$ cat config.mk
export PLATFORM = sky130hd
export DESIGN_NAME = fifo_pkt_reader_flat
export DESIGN_NICKNAME = d
export VERILOG_FILES = /design/src/rtl/fifo_pkt_reader_if.sv /design/src/rtl/fifo_pkt_reader.sv /design/src/flat_wrapper.sv
export SDC_FILE = /design/constraint.sdc
export NUM_CORES = 1
export LEC_CHECK = 0
export BUFFER_PORTS_ARGS = -buffer_cell sky130_fd_sc_hd__buf_2
export CAP_MARGIN = 15
export CORE_MARGIN = 4
export CORE_UTILIZATION = 47
export CTS_BUF_LIST = sky130_fd_sc_hd__clkbuf_4 sky130_fd_sc_hd__clkbuf_8 sky130_fd_sc_hd__clkbuf_16
export DETAILED_ROUTE_END_ITERATION = 6
export PLACE_DENSITY = 0.79
export SKIP_CTS_REPAIR_TIMING = 1
export SYNTH_ARGS = -nofsm -noshare
export SYNTH_HDL_FRONTEND = slang
export SYNTH_SLANG_ARGS = --single-unit
$ cat constraint.sdc
create_clock -name clk -period 1.7 [get_ports clk]
set_input_delay 0.085 -clock clk [delete_from_list [all_inputs] [get_ports clk]]
set_output_delay 0.085 -clock clk [all_outputs]
set_load 0.005 [all_outputs]
$ cat src/rtl/fifo_pkt_reader_if.sv
// Handshake bundle between the input FIFO, the packet reader and the
// downstream arbitration stage.
interface fifo_pkt_reader_if #(
  parameter int WIDTH = 16
);
  logic             fifo_empty_i;
  logic [WIDTH-1:0] fifo_data_i;
  logic             fifo_rd_o;
  logic             valid_o;
  logic             ready_i;
  logic [WIDTH-1:0] data_o;
  logic             head_o;
  logic             tail_o;

  modport master (
    input  fifo_empty_i,
    input  fifo_data_i,
    input  ready_i,
    output fifo_rd_o,
    output valid_o,
    output data_o,
    output head_o,
    output tail_o
  );

  modport slave (
    output fifo_empty_i,
    output fifo_data_i,
    output ready_i,
    input  fifo_rd_o,
    input  valid_o,
    input  data_o,
    input  head_o,
    input  tail_o
  );
endinterface

$ cat src/rtl/fifo_pkt_reader.sv
// Input-FIFO read controller: pops flits, tags head/tail from the length field.
// Optional body-stall abort is enabled with FIFO_RD_TIMEOUT_EN.
module fifo_pkt_reader #(
  parameter int WIDTH   = 16,
  parameter int SZ_W    = 4,
  parameter int CNT_W   = 8,
  parameter int TIMEOUT = 16
) (
  input  logic             clk,
  input  logic             arst,
  fifo_pkt_reader_if.master bus,
  output logic             busy_o,
  output logic [CNT_W-1:0] pkt_cnt_o,
  output logic             error_o
);

  typedef enum logic {
    IDLE,
    BODY
  } state_t;

  state_t           state_q;
  state_t           state_d;
  logic [SZ_W-1:0]  rem_q;
  logic [SZ_W-1:0]  rem_d;
  logic [SZ_W-1:0]  len;
  logic             pop;
  logic             acc;
  logic             head_d;
  logic             tail_d;
  logic             valid_q;
  logic [WIDTH-1:0] data_q;
  logic             head_q;
  logic             tail_q;
  logic [CNT_W-1:0] cnt_q;

  if (TIMEOUT < 1) begin : g_bad_timeout
    $error("fifo_pkt_reader: TIMEOUT must be >= 1");
  end

  assign len = bus.fifo_data_i[WIDTH-1 -: SZ_W];
  // refill in the same cycle the register drains
  assign pop = ~arst & ~bus.fifo_empty_i & (~valid_q | bus.ready_i);
  assign acc = valid_q & bus.ready_i;

`ifdef FIFO_RD_TIMEOUT_EN
  localparam int ST_W = $clog2(TIMEOUT + 1);
  localparam logic [ST_W-1:0] ST_LIM = ST_W'(TIMEOUT - 1);

  logic [ST_W-1:0] stall_q;
  logic [ST_W-1:0] stall_d;
  logic            err_q;
  logic            err_d;
`endif

  always_comb begin
    state_d = state_q;
    rem_d   = rem_q;
    head_d  = 1'b0;
    tail_d  = 1'b0;
`ifdef FIFO_RD_TIMEOUT_EN
    stall_d = '0;
    err_d   = 1'b0;
`endif
    unique case (state_q)
      IDLE: begin
        if (pop) begin
          head_d = 1'b1;
          if (len == '0) begin
            tail_d = 1'b1;
          end else begin
            rem_d   = len;
            state_d = BODY;
          end
        end
      end
      BODY: begin
        if (pop) begin
          rem_d = rem_q - 1'b1;
          if (rem_q == SZ_W'(1)) begin
            tail_d  = 1'b1;
            state_d = IDLE;
          end
        end
`ifdef FIFO_RD_TIMEOUT_EN
        else if (bus.fifo_empty_i) begin
          // abort: issued flits stay, no tail is fabricated
          if (stall_q == ST_LIM) begin
            err_d   = 1'b1;
            state_d = IDLE;
            rem_d   = '0;
          end else begin
            stall_d = stall_q + 1'b1;
          end
        end
`endif
      end
      default: state_d = IDLE;
    endcase
  end

  always_ff @(posedge clk) begin
    if (arst) begin
      state_q <= IDLE;
      rem_q   <= '0;
    end else begin
      state_q <= state_d;
      rem_q   <= rem_d;
    end
  end

`ifdef FIFO_RD_TIMEOUT_EN
  always_ff @(posedge clk) begin
    if (arst) begin
      stall_q <= '0;
      err_q   <= 1'b0;
    end else begin
      stall_q <= stall_d;
      err_q   <= err_d;
    end
  end

  assign error_o = err_q;
`else
  assign error_o = 1'b0;
`endif

  always_ff @(posedge clk) begin
    if (arst) begin
      valid_q <= 1'b0;
      data_q  <= '0;
      head_q  <= 1'b0;
      tail_q  <= 1'b0;
    end else if (pop) begin
      valid_q <= 1'b1;
      data_q  <= bus.fifo_data_i;
      head_q  <= head_d;
      tail_q  <= tail_d;
    end else if (acc) begin
      valid_q <= 1'b0;
    end
  end

  always_ff @(posedge clk) begin
    if (arst) begin
      cnt_q <= '0;
    end else if (acc & tail_q) begin
      cnt_q <= cnt_q + 1'b1;
    end
  end

  assign bus.fifo_rd_o = pop;
  assign bus.valid_o   = valid_q;
  assign bus.data_o    = data_q;
  assign bus.head_o    = head_q;
  assign bus.tail_o    = tail_q;
  assign busy_o        = (state_q == BODY);
  assign pkt_cnt_o     = cnt_q;

endmodule

$ cat src/flat_wrapper.sv
// flat-port wrapper written by rule: the top's interface ports become plain ports
module fifo_pkt_reader_flat 
#(
  parameter int WIDTH   = 16,
  parameter int SZ_W    = 4,
  parameter int CNT_W   = 8,
  parameter int TIMEOUT = 16
)
  (clk, arst, busy_o, pkt_cnt_o, error_o, bus_fifo_empty_i, bus_fifo_data_i, bus_ready_i, bus_fifo_rd_o, bus_valid_o, bus_data_o, bus_head_o, bus_tail_o);
  fifo_pkt_reader_if #(.WIDTH(WIDTH)) bus_i ();
  input  logic clk;
  input  logic arst;
  output logic busy_o;
  output logic [CNT_W-1:0] pkt_cnt_o;
  output logic error_o;
  input wire logic [$bits(bus_i.fifo_empty_i)-1:0] bus_fifo_empty_i;
  input wire logic [$bits(bus_i.fifo_data_i)-1:0] bus_fifo_data_i;
  input wire logic [$bits(bus_i.ready_i)-1:0] bus_ready_i;
  output wire logic [$bits(bus_i.fifo_rd_o)-1:0] bus_fifo_rd_o;
  output wire logic [$bits(bus_i.valid_o)-1:0] bus_valid_o;
  output wire logic [$bits(bus_i.data_o)-1:0] bus_data_o;
  output wire logic [$bits(bus_i.head_o)-1:0] bus_head_o;
  output wire logic [$bits(bus_i.tail_o)-1:0] bus_tail_o;
  assign bus_i.fifo_empty_i = bus_fifo_empty_i;
  assign bus_i.fifo_data_i = bus_fifo_data_i;
  assign bus_i.ready_i = bus_ready_i;
  assign bus_fifo_rd_o = bus_i.fifo_rd_o;
  assign bus_valid_o = bus_i.valid_o;
  assign bus_data_o = bus_i.data_o;
  assign bus_head_o = bus_i.head_o;
  assign bus_tail_o = bus_i.tail_o;
  fifo_pkt_reader #(.WIDTH(WIDTH), .SZ_W(SZ_W), .CNT_W(CNT_W), .TIMEOUT(TIMEOUT)) u_core (.clk(clk), .arst(arst), .bus(bus_i), .busy_o(busy_o), .pkt_cnt_o(pkt_cnt_o), .error_o(error_o));
endmodule
==> flow_metrics.py, run 1 <==
metrics = {
    "worst_setup_path": {
        "rr_startpoint": "u_core.bus.valid_o$_SDFFE_PP0P_",
        "arrival_ns": 1.51,
        "cp_max_fo": 16,
        "cpMaxStageDelayCell": "dlygate4sd3_1",
        "start_kind": "primary input",
        "setup.worst_path.end_class": "output pin",
        "critPathMaxStageDelay_ns": 0.54,
        "worstPathRequired_ns": 1.62,
        "rrSetupSlack_ns": 0.23,
        "reg2reg_depth": 4,
        "cp_num_buf_inv": 4,
        "crit_family": "buffers and inverters",
        "path_common_cell": "buf_2",
        "worstPathCellList": "dlygate4sd3_1, buf_2, or3_4, inv_4, buf_2",
        "crit_type": "primary input to output pin",
        "rr_endpoint": "u_core.bus.data_o[14]$_SDFFE_PP0P_",
    },
    "yosys": {
        "yosys.area_share.simple_pct": 14.65,
        "synth_adder_area_share_pct": 2.930,
        "ys_top_cells_by_count": "dfxtp_1, a22o_1, nor2_1",
        "muxShareOfSynthArea_pct": 0.7813,
        "syn_inst": 128,
        "synthXorXnorAreaFrac_pct": 4.785,
        "synthArstFlopShare_pct": 0,
        "synth_top_cell_area_share_pct": 50.00,
        "synth_edf_count": 0,
        "synth_top_family_by_area": "compound AO/OA/AOI/OAI gates",
        "synth.yosys.seq_area_share_pct": 50.00,
        "synth.avg_cell_area_sq_um": 10.01,
        "synthesis.nets": 151,
        "synth_most_common_cell": "dfxtp_1",
        "ys_seq_elements": 32,
        "synth_area_sq_mm": 0.001281,
        "synth_cell_types": 35,
        "synth.area.top_cells": "dfxtp_1, a22o_1, nor2_1",
        "yosys_warnings": 0,
        "synth_compound_area_share_pct": 20.31,
        "yosys.area.top_type": "dfxtp_1",
        "synthFlopType": "dfxtp_1",
    },
    "clocking": {
        "htreeDepth": 2,
        "cts_tree": "built",
        "cts_root_buffer": "clkbuf_4",
        "cts_made_buffers": 5,
        "worstSkewPairLatency_ns": 0.33,
        "clkSinkCount": 32,
        "cts_buffer_depth": 2,
        "clkTransAtPathRegs_ns": 0.09,
    },
    "floorplanning": {
        "die_h_um": 60.21,
        "core_sq_mm": 0.002545,
        "fp.dieArea_sq_mm": 0.003625,
        "io_pins": 50,
        "rows": 18,
        "die_w_um": 60.21,
        "start_util_pct": 50.34,
    },
    "timing": {
        "max_freq_mhz": 627.6,
        "hold_slack_ns": 0.01274,
        "finalClockSkew_ns": 0.008220,
        "fin_crit_ns": 1.593,
        "drv_slew": 0,
        "worst_slew_pin_slew_ns": 0.7046,
        "setup_viol": 0,
        "hold_viol": 0,
        "rsz0062_at_grt": "no",
        "finalWorstSetupSlack_ns": 0.1067,
        "final.period_utilization_pct": 93.73,
        "slew_headroom_pct": 52.98,
    },
    "grt": {
        "grt_max_degree": 18,
        "grt_pass1_vias": 1045,
        "grt_overflow": 0,
        "grt_use_total_pct": 16.27,
        "antenna_found_initial": 0,
        "grt_pass1_wl_um": 4353,
    },
    "detailed_routing": {
        "via_per_inst": 5.407,
        "first_pass_iters": 4,
        "ant_nets": 0,
        "routed_wl_um": 3130,
        "wire_per_inst_um": 14.16,
        "drc": 0,
        "dr_total_vias": 1195,
        "drt_iter0_markers": 32,
    },
    "power_and_ir_drop": {
        "intPower_mw": 1.084,
        "ir_worst_vdd_uv": 600.5,
        "combPwrFrac_pct": 12.9,
        "clkPwrFrac_pct": 30.9,
        "power.net_switching_uw": 364.8,
        "power.density_mw_per_mm2": 838.7,
        "seq_power_share_pct": 56.2,
        "leakage_nw": 0.8139,
        "swShare_pct": 25.17,
    },
    "worst_hold_path": {
        "whs_endpoint": "u_core.bus.data_o[13]$_SDFFE_PP0P_",
        "holdPathStages": 2,
        "hp-class": "primary input to flop",
        "hp-start": "bus_fifo_data_i[13]",
    },
    "finish": {
        "syn2layout_area_growth_pct": 34.86,
        "nets": 213,
        "antennaDiodeCount": 0,
        "drive_gt1_share_pct": 33.51,
    },
    "place": {
        "place_congestion": 0.8364,
        "port-buffer-count": 48,
        "hpwl_um": 2085,
        "pre_cts_ws_ns": 0.01826,
    },
    "run": {
        "drv_cap": 0,
    },
    "run_status": {
        "outcome": "finished clean",
    },
}
[power groups by stage]
stage,Sequential (mW),Clock (mW),Combinational [mW]
2_1_floorplan,0.825,0,0.0929
3_3_place_gp,0.828,0,0.152
3_5_place_dp,0.828,0,0.157
4_1_cts,0.812,0.460,0.157
5_1_grt,0.820,0.486,0.206
6_report,0.814,0.448,0.187
[metal layers]
metal	track usage (%)	up-vias	part of all wire, %
met5	0	-	0
met4	7.595	0	2.2
met3	4.968	7	6.4
met2	26.08	44	48
met1	19.76	560	43
li1	-	584	-
[registers in the layout, summed over array words and instances, names as in the netlist]
register / cells
u_core.bus.valid_o: 1
u_core.bus.tail_o: 1
u_core.pkt_cnt_o: 8
u_core.rem_q: 4
u_core.bus.data_o: 16
u_core.bus.head_o: 1
u_core.busy_o: 1
[cells in the final DEF, fill, tap and decap left out, drive strengths merged]
cell type | synthesis | layout
nor3b | 1 | 1
clkinv | 1 | 2
xor2 | 5 | 5
o2111a | 1 | 1
and4 | 1 | 1
conb | 1 | 1
o21ai | 4 | 4
nor2b | 1 | 1
nor4b | 1 | 1
or2 | 1 | 1
a2111oi | 1 | 1
nor3 | 1 | 1
nand2 | 6 | 6
nand4b | 1 | 1
nor2 | 13 | 13
or3 | 1 | 1
mux2i | 1 | 1
buf | 6 | 50
dfxtp | 32 | 32
or4 | 1 | 1
xnor2 | 2 | 2
a22o | 17 | 17
inv | 5 | 6
dlygate4sd3 | 0 | 14
clkbuf | 3 | 6
and3 | 3 | 3
a31oi | 3 | 3
nand4 | 3 | 3
a21oi | 4 | 4
o211ai | 1 | 1
nand3 | 2 | 2
ha | 3 | 3
a311oi | 1 | 1
o21ba | 1 | 1
[final cells by class]
class | instances | area, sq um
timing repair buffer | 64 | 395.4
fill | 185 | 817.0
tap | 30 | 37.54
inverter | 6 | 25.02
sequential | 32 | 640.6
clock buffer | 6 | 51.30
clock inverter | 2 | 10.01
multi-input combinational | 81 | 568.0
[worst max path at each step]
stage,start,endpoint,slack (ns),cells past startpoint
CTS,u_core.bus.valid_o$_SDFFE_PP0P_,u_core.bus.data_o[14]$_SDFFE_PP0P_,-0.02,4
finish,bus_fifo_empty_i,bus_fifo_rd_o,0.11,5
detailed placement,u_core.bus.valid_o$_SDFFE_PP0P_,u_core.bus.data_o[2]$_SDFFE_PP0P_,0.02,4
global placement,u_core.bus.valid_o$_SDFFE_PP0P_,u_core.bus.data_o[14]$_SDFFE_PP0P_,0.11,4
floorplan,u_core.bus.valid_o$_SDFFE_PP0P_,u_core.rem_q[2]$_SDFFE_PP0P_,0.27,5
global route,u_core.bus.valid_o$_SDFFE_PP0P_,bus_fifo_rd_o,0.05,4
[through the flow]
stage	cell area (sq um)	setup TNS, ns	utilization [%]	total power, mW	std cells
floorplan	1281	0	-	0.9181	128
global placement	1518	0	59.64	0.9796	199
detailed placement	1518	0	59.64	0.9855	199
CTS	1579	-0.02689	62.05	1.430	207
global route	1728	0	67.90	1.512	221
finish	1728	0	67.90	1.449	221
[logic make-up after synthesis]
group / Yosys count
and+or+nand+nor: 36
AOI/OAI and AO/OA: 33
DFF: 32
buffers and inverters: 15
xor gates and xnor gates: 7
adders and majority gates: 3
other: 1
muxes: 1
[worst register-to-register path, stage by stage, from the launching register on]
cell and delay [ns]:
dfxtp_1 0.34, nor2b_1 0.20, nor2_1 0.07, nor2_2 0.54, a22o_1 0.24
(Power assumes the default switching activity.)
==> run 2: changes to the inputs <==
--- a/config.mk
+++ b/config.mk
@@ -8,10 +8,10 @@
 export BUFFER_PORTS_ARGS = -buffer_cell sky130_fd_sc_hd__buf_2
 export CAP_MARGIN = 15
 export CORE_MARGIN = 4
-export CORE_UTILIZATION = 47
+export CORE_UTILIZATION = 50
 export CTS_BUF_LIST = sky130_fd_sc_hd__clkbuf_4 sky130_fd_sc_hd__clkbuf_8 sky130_fd_sc_hd__clkbuf_16
 export DETAILED_ROUTE_END_ITERATION = 6
-export PLACE_DENSITY = 0.79
+export PLACE_DENSITY = 0.84
 export SKIP_CTS_REPAIR_TIMING = 1
 export SYNTH_ARGS = -nofsm -noshare
 export SYNTH_HDL_FRONTEND = slang
==> constraint.sdc (replaced) <==
create_clock -name clk -period 1.9 [get_ports clk]
set_input_delay 0.095 -clock clk [delete_from_list [all_inputs] [get_ports clk]]
set_output_delay 0.095 -clock clk [all_outputs]
set_load 0.005 [all_outputs]
==> run 2 against run 1 <==
Setup slack worse by 0.0026 ns. Register-to-register slack about the same. Wire length up 3.9%. Highest routed layer unchanged.
==> flow_metrics.py, run 2 (synthesis results as in run 1) <==
metrics = {
    "detailed_routing": {
        "via_per_inst": 5.425,
        "drc": 0,
        "wire_per_inst_um": 14.85,
        "dr_total_vias": 1188,
        "drt_iter0_markers": 29,
        "first_pass_iters": 4,
        "routed_wl_um": 3252,
        "ant_nets": 0,
    },
    "finish": {
        "layout_common_cells": "buf_2, dfxtp_1, a22o_1",
        "syn2layout_area_growth_pct": 33.50,
        "final_util_pct": 69.67,
        "antennaDiodeCount": 0,
        "design_area_sq_mm": 0.001710,
        "nets": 211,
        "final_cells": 219,
        "layout_commonest_cell": "buf_2",
        "largest_reg_flops": 16,
        "drive_gt1_share_pct": 32.80,
    },
    "timing": {
        "worst_slew_pin_slew_ns": 0.6983,
        "fin_crit_ns": 1.796,
        "setup_viol": 0,
        "slew_headroom_pct": 53.40,
        "finalWorstSetupSlack_ns": 0.1040,
        "max_freq_mhz": 556.8,
        "hold_viol": 0,
        "finalClockSkew_ns": 0.007052,
        "drv_slew": 0,
        "fin_tns_setup_ns": 0,
        "final.period_utilization_pct": 94.52,
    },
    "power_and_ir_drop": {
        "ir_worst_vdd_uv": 702.8,
        "leakage_nw": 0.8050,
        "power.density_mw_per_mm2": 772.8,
    },
    "grt": {
        "antenna_found_initial": 0,
        "grt_pass1_wl_um": 4574,
        "grt_overflow": 0,
        "grt_use_total_pct": 17.63,
        "grt_pass1_vias": 1099,
        "grt_max_degree": 26,
    },
    "clocking": {
        "worstSkewPairLatency_ns": 0.33,
        "htreeDepth": 2,
        "cts_root_buffer": "clkbuf_4",
        "clkTransAtPathRegs_ns": 0.09,
        "clkSinkCount": 32,
        "cts_tree": "built",
        "cts_made_buffers": 5,
        "cts_buffer_depth": 2,
    },
    "worst_setup_path": {
        "cp_num_buf_inv": 2,
        "rrSetupSlack_ns": 0.24,
        "cp_max_fo": 25,
        "setup.worst_path.end_class": "output pin",
        "arrival_ns": 1.70,
        "cpMaxStageDelayCell": "or3_1",
        "rr_endpoint": "u_core.rem_q[0]$_SDFFE_PP0P_",
        "crit_family": "simple AND/OR/NAND/NOR gates",
        "start_kind": "flop",
        "reg2reg_depth": 5,
        "critical_path.endpoint": "bus_fifo_rd_o",
        "worstPathRequired_ns": 1.80,
        "crit_path_start": "u_core.bus.valid_o$_SDFFE_PP0P_",
        "worstPathCellList": "nor2b_1, or3_1, inv_4, buf_2",
        "critPathMaxStageDelay_ns": 0.46,
        "cp.depth": 4,
        "rr_startpoint": "u_core.bus.valid_o$_SDFFE_PP0P_",
        "crit_type": "flop to output pin",
    },
    "place": {
        "dp_cells": 198,
        "place_congestion": 0.8877,
        "hpwl_um": 2066,
        "post_dp_cell_area_sq_mm": 0.001510,
        "port-buffer-count": 48,
        "pre_cts_ws_ns": 0.1655,
    },
    "worst_hold_path": {
        "hp-class": "primary input to flop",
        "holdPathStages": 2,
    },
    "run": {
        "drv_cap": 0,
    },
    "floorplanning": {
        "die_h_um": 58.62,
        "die_w_um": 58.62,
        "fp.dieArea_sq_mm": 0.003436,
        "core_sq_mm": 0.002455,
        "rows": 18,
        "io_pins": 50,
        "start_util_pct": 52.19,
    },
    "run_status": {
        "outcome": "finished clean",
    },
}
[run 2: cell types whose count changed in the layout (fill, tap and decap cells not counted)]
cell / before / now
clkinv_2: 2 / 0
dlygate4sd3_1: 14 / 13
clkbuf_4: 5 / 7
buf_4: 2 / 1
or3_4: 1 / 0
or3_1: 0 / 1
[run 2: per-stage QoR]
stage | hold WS (ns) | total power, mW
after CTS | -0.02790 | 1.293
after floorplan | 0.1868 | 0.8215
after global placement | 0.3087 | 0.8735
final | 0.02223 | 1.322
after detailed placement | 0.3173 | 0.8795
after global routing | 0.01507 | 1.378
[run 2: worst reg2reg max path, delay by kind of cell (launching register included)]
kind                   cells  cell delay (ns)
AOI/OAI and AO/OA          2             0.35
buffers and inverters      1             0.27
DFF                        1             0.33
and+or+nand+nor            2             0.61
[run 2: report_power, final]
| part | total (mW) | internal, mW | switching (mW) |
|---|---|---|---|
| sequential | 0.728 | 0.703 | 0.0252 |
| clock | 0.429 | 0.211 | 0.218 |
| combinational | 0.165 | 0.0880 | 0.0771 |
| total | 1.32 | 1.00 | 0.320 |
[run 2: how the worst min path moves through the flow]
| stage | from | to | slack (ns) |
|---|---|---|---|
| 6_report | bus_fifo_data_i[15] | u_core.bus.data_o[15]$_SDFFE_PP0P_ | 0.02 |
| 3_5_place_dp | bus_fifo_data_i[0] | u_core.bus.data_o[0]$_SDFFE_PP0P_ | 0.32 |
| 5_1_grt | bus_fifo_data_i[13] | u_core.bus.data_o[13]$_SDFFE_PP0P_ | 0.02 |
| 4_1_cts | bus_fifo_data_i[11] | u_core.bus.data_o[11]$_SDFFE_PP0P_ | -0.03 |
| 2_1_floorplan | bus_fifo_empty_i | u_core.bus.valid_o$_SDFFE_PP0P_ | 0.19 |
| 3_3_place_gp | bus_fifo_empty_i | u_core.bus.valid_o$_SDFFE_PP0P_ | 0.31 |
[run 2: per-layer routing]
layer  share of wire [%]  wire length [um]  track usage [%]  up-vias
met1                  41              1334            19.75      560
met4                 1.1                37            5.825        0
met5                   0                 0                0        -
met2                  50              1621            29.03       43
li1                    -                 -                -      579
met3                 8.0               259            8.991        6
[run 2: layout make-up]
type                    instances  area (sq um)
flip-flops and latches         32         640.6
fillers                       175         744.5
well taps                      30         37.54
multi-input cells              81         563.0
repair buffers                 62         377.9
clock buffers                   8         66.31
inverters                       6         25.02
==> run 3: changes to the inputs <==
--- a/config.mk
+++ b/config.mk
@@ -8,10 +8,10 @@
 export BUFFER_PORTS_ARGS = -buffer_cell sky130_fd_sc_hd__buf_2
 export CAP_MARGIN = 15
 export CORE_MARGIN = 4
-export CORE_UTILIZATION = 50
+export CORE_UTILIZATION = 47
 export CTS_BUF_LIST = sky130_fd_sc_hd__clkbuf_4 sky130_fd_sc_hd__clkbuf_8 sky130_fd_sc_hd__clkbuf_16
 export DETAILED_ROUTE_END_ITERATION = 6
-export PLACE_DENSITY = 0.84
+export PLACE_DENSITY = 0.77
 export SKIP_CTS_REPAIR_TIMING = 1
 export SYNTH_ARGS = -nofsm -noshare
 export SYNTH_HDL_FRONTEND = slang
==> constraint.sdc (replaced) <==
create_clock -name clk -period 2.05 [get_ports clk]
set_input_delay 0.1025 -clock clk [delete_from_list [all_inputs] [get_ports clk]]
set_output_delay 0.1025 -clock clk [all_outputs]
set_load 0.005 [all_outputs]
==> run 3 against run 2 <==
The run now ends with negative hold slack left. Core utilization down 4.1 points. Sequential share of layout area up 0.93 points. Non-clock buffer count decreased by 4. Setup slack improved by 0.096 ns. Combinational power decreased by 14%. Critical path type is now primary input to output pin.
==> flow_metrics.py, run 3 (synthesis results as in run 1) <==
metrics = {
    "worst_setup_path": {
        "rrSetupSlack_ns": 0.34,
        "worstPathRequired_ns": 1.95,
        "start_kind": "primary input",
        "setup.worst_path.end_class": "output pin",
        "arrival_ns": 1.75,
        "cp_max_fo": 25,
        "crit_type": "primary input to output pin",
    },
    "place": {
        "place_congestion": 0.8234,
        "post_dp_cell_area_sq_mm": 0.001503,
        "hpwl_um": 2010,
        "port-buffer-count": 48,
    },
    "timing": {
        "hold_slack_ns": -0.002465,
        "fin_tns_setup_ns": 0,
        "slew_headroom_pct": 28.58,
        "finalClockSkew_ns": 0.008280,
        "worst_slew_pin_slew_ns": 1.067,
        "max_freq_mhz": 540.7,
        "setup_viol": 0,
        "fin_crit_ns": 1.850,
        "rsz0062_at_grt": "no",
        "final.period_utilization_pct": 90.22,
        "drv_slew": 0,
        "hold_viol": 1,
    },
    "floorplanning": {
        "core_sq_mm": 0.002545,
        "fp.dieArea_sq_mm": 0.003625,
        "die_h_um": 60.21,
        "rows": 18,
        "start_util_pct": 50.34,
        "io_pins": 50,
        "die_w_um": 60.21,
    },
    "grt": {
        "grt_pass1_wl_um": 4567,
        "grt_use_total_pct": 17.41,
        "antenna_found_initial": 0,
        "grt_pass1_vias": 1033,
        "grt_overflow": 0,
        "grt_max_degree": 26,
    },
    "power_and_ir_drop": {
        "leakage_nw": 0.7873,
        "ir_worst_vdd_uv": 582.8,
        "power.density_mw_per_mm2": 722.1,
    },
    "finish": {
        "layout_common_cells": "buf_2, dfxtp_1, a22o_1",
        "largest_reg_flops": 16,
        "layout_commonest_cell": "buf_2",
        "drive_gt1_share_pct": 32.43,
        "nets": 207,
        "syn2layout_area_growth_pct": 30.27,
        "antennaDiodeCount": 0,
        "nFillCells": 213,
        "design_area_sq_mm": 0.001669,
    },
    "worst_hold_path": {
        "hp-class": "primary input to flop",
    },
    "detailed_routing": {
        "ant_nets": 0,
        "via_per_inst": 5.121,
        "first_pass_iters": 4,
        "drt_iter0_markers": 27,
        "drc": 0,
        "routed_wl_um": 2905,
        "dr_total_vias": 1101,
        "wire_per_inst_um": 13.51,
    },
    "clocking": {
        "htreeDepth": 2,
        "cts_buffer_depth": 2,
        "worstSkewPairLatency_ns": 0.33,
        "clkSinkCount": 32,
        "cts_tree": "built",
        "clkTransAtPathRegs_ns": 0.09,
        "cts_root_buffer": "clkbuf_4",
        "cts_made_buffers": 5,
    },
    "run": {
        "drv_cap": 0,
    },
    "run_status": {
        "violations": "negative hold slack",
        "outcome": "finished with violations",
    },
}
-- run 3: report_power, final --
group | internal (mW) | switching, mW | leakage (nW) | total (mW)
clock network | 0.195 | 0.194 | 0.0394 | 0.389
logic | 0.0761 | 0.0661 | 0.486 | 0.142
registers | 0.651 | 0.0230 | 0.262 | 0.674
-- run 3: cell type report --
class / count / area (sq um) / share of cell area [%]
tap: 30 / 37.54 / 2.249
clock buffer: 8 / 66.31 / 3.973
multi-input combinational: 81 / 560.5 / 33.58
timing repair buffer: 58 / 340.3 / 20.39
sequential: 32 / 640.6 / 38.38
inverter: 6 / 23.77 / 1.424
-- run 3: path summary, 6_finish.rpt --
kind	from	end	cells past startpoint
setup / recovery	bus_fifo_empty_i	bus_fifo_rd_o	5
hold / removal	bus_fifo_data_i[2]	u_core.bus.data_o[2]$_SDFFE_PP0P_	2
setup reg to reg	u_core.bus.valid_o$_SDFFE_PP0P_	u_core.bus.data_o[0]$_SDFFE_PP0P_	4
hold reg to reg	u_core.bus.data_o[3]$_SDFFE_PP0P_	u_core.bus.data_o[3]$_SDFFE_PP0P_	1
-- run 3: worst max-delay path, stage by stage --
cell           delay, ns
dlygate4sd3_1       0.53
buf_2               0.14
or3_1               0.50
clkinv_2            0.29
buf_2               0.18
-- run 3: metal layers --
metal,up-vias,part of all wire (%),GRT usage (%)
met3,5,7.0,7.775
met2,31,49,26.54
met5,-,0,0
li1,569,-,-
met1,496,43,21.42
met4,0,1.6,6.646
-- run 3: stage by stage --
| step | total power [mW] | utilization [%] | worst slack (ns) | cells |
|---|---|---|---|---|
| 6_report | 1.205 | 65.59 | 0.2004 | 215 |
| 5_1_grt | 1.273 | 65.59 | 0.06201 | 215 |
| 4_1_cts | 1.206 | 61.65 | 0.1956 | 205 |
| 3_5_place_dp | 0.8142 | 59.05 | 0.3334 | 197 |
| 3_3_place_gp | 0.8100 | 59.05 | 0.4448 | 197 |
| 2_1_floorplan | 0.7614 | - | 0.6234 | 128 |
